### src/rtl/muldiv_unit.sv
// -----------------------------------------------------------------------------
// muldiv_unit
//   Iterative multiply/divide unit with HI/LO result registers for the MIPS
//   EX stage. MULT/MULTU use shift-and-add and DIV/DIVU use restoring division,
//   both at one bit per cycle. Signed operations run on operand magnitudes and
//   the result signs are corrected in a final FIX cycle. MTHI/MTLO writes go
//   straight into HI/LO while the unit is idle.
//
// Configuration macro:
//   MULDIV_EARLY_TERM_EN - when defined, a multiply leaves RUN as soon as the
//                          remaining multiplier is zero. Divides always take
//                          WIDTH iterations.
//
// Ports:
//   clk, rst          rising-edge clock, asynchronous active-high reset
//   start, op, a, b   operation request (op: 00 MULTU, 01 MULT, 10 DIVU, 11 DIV)
//   flush             abort any in-flight operation without touching HI/LO
//   hi_we, lo_we      MTHI/MTLO write enables, wdata is the write data
//   busy              operation in flight
//   done              one-cycle pulse after HI/LO are written by an operation
//   div_by_zero       pulses with done when a divide had b == 0
//   hi, lo            HI/LO registers
// -----------------------------------------------------------------------------
module muldiv_unit #(
  parameter int WIDTH = 32,
  parameter int CNT_W = $clog2(WIDTH) + 1
) (
  input  logic             clk,
  input  logic             rst,
  input  logic             start,
  input  logic [1:0]       op,
  input  logic [WIDTH-1:0] a,
  input  logic [WIDTH-1:0] b,
  input  logic             flush,
  input  logic             hi_we,
  input  logic             lo_we,
  input  logic [WIDTH-1:0] wdata,
  output logic             busy,
  output logic             done,
  output logic             div_by_zero,
  output logic [WIDTH-1:0] hi,
  output logic [WIDTH-1:0] lo
);

  typedef enum logic [1:0] {S_IDLE, S_RUN, S_FIX} state_t;

  state_t               r_state;
  logic                 r_is_div;
  logic                 r_neg_q;    // product sign (mult) or quotient sign (div)
  logic                 r_neg_r;    // remainder sign follows the dividend
  logic                 r_b_zero;
  logic                 r_done;
  logic                 r_dbz;
  logic [CNT_W-1:0]     r_cnt;
  logic [2*WIDTH-1:0]   r_acc;      // product accumulator
  logic [2*WIDTH-1:0]   r_mcand;    // multiplicand, shifts left
  logic [WIDTH-1:0]     r_mplier;   // multiplier (shifts right) or divisor (static)
  logic [WIDTH-1:0]     r_quo;      // dividend shifts out the top, quotient in the bottom
  logic [WIDTH-1:0]     r_rem;
  logic [WIDTH-1:0]     r_hi;
  logic [WIDTH-1:0]     r_lo;

  logic                 w_a_neg;
  logic                 w_b_neg;
  logic [WIDTH-1:0]     w_a_mag;
  logic [WIDTH-1:0]     w_b_mag;
  logic [2*WIDTH-1:0]   w_acc_sum;
  logic [WIDTH:0]       w_rem_sh;
  logic [WIDTH:0]       w_diff;
  logic                 w_ok;
  logic                 w_last;
  logic                 w_start_fix;
  logic [2*WIDTH-1:0]   w_prod_fix;
  logic [WIDTH-1:0]     w_quo_fix;
  logic [WIDTH-1:0]     w_rem_fix;

  // op[0] selects the signed variants
  assign w_a_neg = op[0] & a[WIDTH-1];
  assign w_b_neg = op[0] & b[WIDTH-1];
  assign w_a_mag = w_a_neg ? -a : a;
  assign w_b_mag = w_b_neg ? -b : b;

  assign w_acc_sum = r_acc + (r_mplier[0] ? r_mcand : '0);

  // Restoring step: the trial difference is non-negative when its MSB is clear.
  // A zero divisor always succeeds, giving an all-ones quotient and rem = |a|,
  // which the sign fix turns into the required divide-by-zero results.
  assign w_rem_sh = {r_rem, r_quo[WIDTH-1]};
  assign w_diff   = w_rem_sh - {1'b0, r_mplier};
  assign w_ok     = ~w_diff[WIDTH];

`ifdef MULDIV_EARLY_TERM_EN
  // Leave RUN on the iteration that shifts out the last set multiplier bit;
  // a zero multiplier skips RUN entirely.
  assign w_last      = (r_cnt == CNT_W'(WIDTH - 1)) ||
                       (~r_is_div && (r_mplier[WIDTH-1:1] == '0));
  assign w_start_fix = ~op[1] && (b == '0);
`else
  assign w_last      = (r_cnt == CNT_W'(WIDTH - 1));
  assign w_start_fix = 1'b0;
`endif

  assign w_prod_fix = r_neg_q ? -r_acc : r_acc;
  assign w_quo_fix  = r_neg_q ? -r_quo : r_quo;
  assign w_rem_fix  = r_neg_r ? -r_rem : r_rem;

  always_ff @(posedge clk or posedge rst) begin
    if (rst) begin
      r_state  <= S_IDLE;
      r_is_div <= 1'b0;
      r_neg_q  <= 1'b0;
      r_neg_r  <= 1'b0;
      r_b_zero <= 1'b0;
      r_done   <= 1'b0;
      r_dbz    <= 1'b0;
      r_cnt    <= '0;
      r_acc    <= '0;
      r_mcand  <= '0;
      r_mplier <= '0;
      r_quo    <= '0;
      r_rem    <= '0;
      r_hi     <= '0;
      r_lo     <= '0;
    end else begin
      r_done <= 1'b0;
      r_dbz  <= 1'b0;
      if (flush) begin
        // Abort wins over everything, including a start in the same cycle
        r_state <= S_IDLE;
      end else begin
        case (r_state)
          S_IDLE: begin
            if (start) begin
              r_is_div <= op[1];
              r_neg_q  <= w_a_neg ^ w_b_neg;
              r_neg_r  <= w_a_neg;
              r_b_zero <= (b == '0);
              r_cnt    <= '0;
              r_acc    <= '0;
              r_mcand  <= {{WIDTH{1'b0}}, w_a_mag};
              r_mplier <= w_b_mag;
              r_quo    <= w_a_mag;
              r_rem    <= '0;
              r_state  <= w_start_fix ? S_FIX : S_RUN;
            end else begin
              if (hi_we) r_hi <= wdata;
              if (lo_we) r_lo <= wdata;
            end
          end
          S_RUN: begin
            r_cnt <= r_cnt + CNT_W'(1);
            if (r_is_div) begin
              r_rem <= w_ok ? w_diff[WIDTH-1:0] : w_rem_sh[WIDTH-1:0];
              r_quo <= {r_quo[WIDTH-2:0], w_ok};
            end else begin
              r_acc    <= w_acc_sum;
              r_mcand  <= r_mcand << 1;
              r_mplier <= r_mplier >> 1;
            end
            if (w_last) r_state <= S_FIX;
          end
          S_FIX: begin
            if (r_is_div) begin
              r_lo <= w_quo_fix;
              r_hi <= w_rem_fix;
            end else begin
              r_hi <= w_prod_fix[2*WIDTH-1:WIDTH];
              r_lo <= w_prod_fix[WIDTH-1:0];
            end
            r_done  <= 1'b1;
            r_dbz   <= r_is_div & r_b_zero;
            r_state <= S_IDLE;
          end
          default: r_state <= S_IDLE;
        endcase
      end
    end
  end

  assign busy        = (r_state != S_IDLE);
  assign done        = r_done;
  assign div_by_zero = r_dbz;
  assign hi          = r_hi;
  assign lo          = r_lo;

endmodule

### config.mk
export PLATFORM = sky130hd
export DESIGN_NAME = muldiv_unit
export DESIGN_NICKNAME = d
export VERILOG_FILES = /design/src/rtl/muldiv_unit.sv
export SDC_FILE = /design/constraint.sdc
export NUM_CORES = 1
export LEC_CHECK = 0
export CAP_MARGIN = 40
export CELL_PAD_IN_SITES_DETAIL_PLACEMENT = 0
export CELL_PAD_IN_SITES_GLOBAL_PLACEMENT = 1
export CORE_MARGIN = 4
export CORE_UTILIZATION = 34
export CTS_CLUSTER_DIAMETER = 100
export DETAILED_ROUTE_END_ITERATION = 6
export PLACE_DENSITY_LB_ADDON = 0.1
export SETUP_SLACK_MARGIN = 0.2
export SKIP_CTS_REPAIR_TIMING = 1
export SLEW_MARGIN = 30
export SYNTH_ARGS = -nofsm -noshare
export SYNTH_HDL_FRONTEND = slang
export SYNTH_SLANG_ARGS = --single-unit
export TNS_END_PERCENT = 100
### constraint.sdc
create_clock -name clk -period 13.5 [get_ports clk]
set_clock_uncertainty 0.15 [all_clocks]
set_input_delay 1.35 -clock clk [delete_from_list [all_inputs] [get_ports clk]]
set_output_delay 1.35 -clock clk [all_outputs]
set_load 0.05 [all_outputs]
==> results.md <==
* Syn avg cell area at approximately 8 um^2
* Hold depth at 1
* WP buf/inv at 2
* N_diodes at 0
* Post-synthesis sequential area ratio at 0.334
* Final setup violation count at 0
* First-pass GRT wire length at 128 mm
* CTS clk-pin slew, worst paths at 0.06 ns
* Via count of the first global-routing pass at 20600
* Met2 Wirelength at 35.8 mm
* Worst R2R Path Depth at 16
* Worst path required time at 13.81 ns
* Synth top area share at 0.334
* Commonest non-fill, non-tap cell in the layout: nand2_1
* WL met1 at 41.2 mm
* H-tree depth at 2
* Synthesized Nets at ~3100
* Nets@finish at 3153
* Clk sinks at approximately 300
* Commonest cells after routing, fill and taps aside: nand2_1, o21ai_0, dfrtp_1
* WL met3 at 4.89 mm
* Cells after Synth at 2862
* Post-route insts no fill at slightly below 4000
* Routed Antenna Nets at 0
* Critical path class: flop to flop
* Outcome: finished, final reports clean
* Pwr dens at 152 nW/um^2
* Core area at between 60000 and 70000 um^2
* IO Count at 171
* Number of max-cap violations at 0
* Rel. slew slack at 0.371
* FILL cells at 6746
* Peak VDD IR at ~0.097 mV
* WL/cell at 21.8 um
* Actual slew at the worst max-slew pin at about 0.94 ns
* EDFF count, synth at 0
* Root buf cell: clkbuf_16
* Crit path DAT at 5.49 ns
* Die Y at roughly 270 um
* Drc violations at 0
* Total Wirelength at 83.7 mm
* CP peak stage delay at 0.71 ns
* Iter 0 DRT Violations at 1708
* Row count at 94
* Dominant cell type by area after synthesis: dfrtp_1
* Unrepaired setup endpoints after global routing: no
* Achievable Freq at between 150 and 200 MHz
* Post-DP HPWL at roughly 64 mm
* Total grt overflow at 0
* Port buffer count at 170
* Sum Neg Setup Slack at 0 ns
* Crit-path slowest cell: o31ai_1
* Final GP Congestion at 0.884
* Placed Cells at 3758
* Startpoint types: flop
* Tmin final at just over 5 ns
* First-pass iteration count of the detailed router at 6
* CTS tree: built
* Worst R2R Setup Slack at about 8.3 ns
* Initial antenna violation count at 4
* Total track usage at 0.230
* Clk_lat worst skew at between 0.5 and 0.6 ns
* Cell Chain, Critical Path: buf_4 > and2_1 > ha_1 > inv_1 > fa_1 > nor2b_1 > o211ai_1 > a211oi_1 > a32oi_1 > a31oi_1 > o221ai_1 > o31ai_1 > a21oi_1 > o21ai_1 > mux2i_1 > nand3_1
* Synthesis-stage register bit count at slightly above 300
* Fin. Hold Viols at 0
* CTS buffer count at 41
* Die area at 70700 um^2
* Vias/cell at 5.57
* Yosys cell types at 72
* Max Root-Sink Buffers at 3
* Largest net degree at the start of global routing at 92
* Total of warnings raised by yosys at 0
* Worst path depth at 16
* Top cells by area, synth: dfrtp_1, o21ai_0, nand2_1
* Largest delay contributor family on the critical path: compound AO/OA/AOI/OAI gates
* Max layer used: met5
* Crit. End Element: flop
* Post-synthesis async set-or-reset flop share at 1.00
* Crit Path Max Fanout at 65
* Initial Util at 0.343
* Pins Over Slew Limit at 0
* Share of cells above drive strength 1 at 0.0510
* Main synth FF type: dfrtp_1
* Vias at 21400
* Crit share post-route at 0.384
* Type of the most critical hold path: flop to flop
* Leakage at 11.7 nW
* Die Width at 266 um
* Syn Std Cell Area at 22600 um^2
* Area growth, synth to finish at 18.4%
-- per-layer routing --
layer,up-vias,track usage
li1,10400,-
met1,10300,0.344
met2,559,0.348
met3,97,0.0370
met4,6,0.0510
met5,-,0
-- stage by stage --
step	hold slack, ns	total power [mW]	cell area, um^2	setup slack [ns]	utilization
3_5_place_dp	0.308	2.87	25200	8.32	0.382
2_1_floorplan	0.285	2.33	22600	3.65	-
3_3_place_gp	0.305	2.85	25000	8.39	0.379
4_1_cts	0.316	4.08	26600	8.31	0.405
5_1_grt	0.342	4.32	26800	7.91	0.406
6_report	0.321	4.06	26800	8.31	0.406
-- registers in the layout (all words and copies together) (netlist names) --
| register | cells |
|---|---|
| r_state | 2 |
| hi | 32 |
| r_cnt | 6 |
| r_neg_r | 1 |
| r_mplier | 32 |
| r_neg_q | 1 |
| r_acc | 64 |
| r_mcand | 64 |
| r_is_div | 1 |
| done | 1 |
| div_by_zero | 1 |
| r_quo | 32 |
| r_rem | 32 |
| lo | 32 |
| r_b_zero | 1 |
-- Yosys cell counts (all sizes together) (21+ instances only) --
cell type  count
a211oi        55
a21o          56
a21oi        221
a22o          41
and2          73
and3          22
buf           24
clkbuf       143
dfrtp        302
ha           101
inv           69
nand2        436
nand3         49
nand4         23
nor2         186
nor3          35
o211ai        25
o21ai        407
o31ai         52
o41ai         29
or3           41
or4           21
xnor2        130
xor2         122
-- path summary, 6_finish.rpt --
check	from	endpoint
min in group asynchronous	rst	r_rem[9]$_DFFE_PP0P_
worst max register to register	r_mplier[0]$_DFFE_PP0P_	r_acc[56]$_DFFE_PP0P_
worst max-delay path	r_mplier[0]$_DFFE_PP0P_	r_acc[56]$_DFFE_PP0P_
worst min register to register	r_cnt[5]$_DFFE_PP0P_	r_state[1]$_DFFE_PP0P_
worst min-delay path	r_cnt[5]$_DFFE_PP0P_	r_state[1]$_DFFE_PP0P_
max in group asynchronous	rst	hi[13]$_DFFE_PP0P_
-- report_power, final --
part           internal (mW)  switching [mW]
Combinational          0.587            1.01
Clock                  0.734           0.453
Sequential              1.06           0.213
Total                   2.38            1.68
-- area by class of cell --
cell class              instances  area (um^2)  share of cell area
flip-flops and latches        302         7560               0.282
clock buffers                  54         1140              0.0428
repair buffers                208         2140              0.0799
multi-input cells            2324        14300               0.533
well taps                     864         1080              0.0404
inverters                      69          267             0.00996
clock inverters                21          309              0.0115
-- cell families after synthesis --
logic type | share of synthesized area
adder cells (fa/ha/maj) | 0.0577
XOR/XNOR | 0.0976
buffers and inverters | 0.0398
multiplexers | 0.00863
AO/OA/AOI/OAI | 0.265
AND/OR/NAND/NOR | 0.197
flip-flops | 0.334
Power figures use the tool's default switching activity.
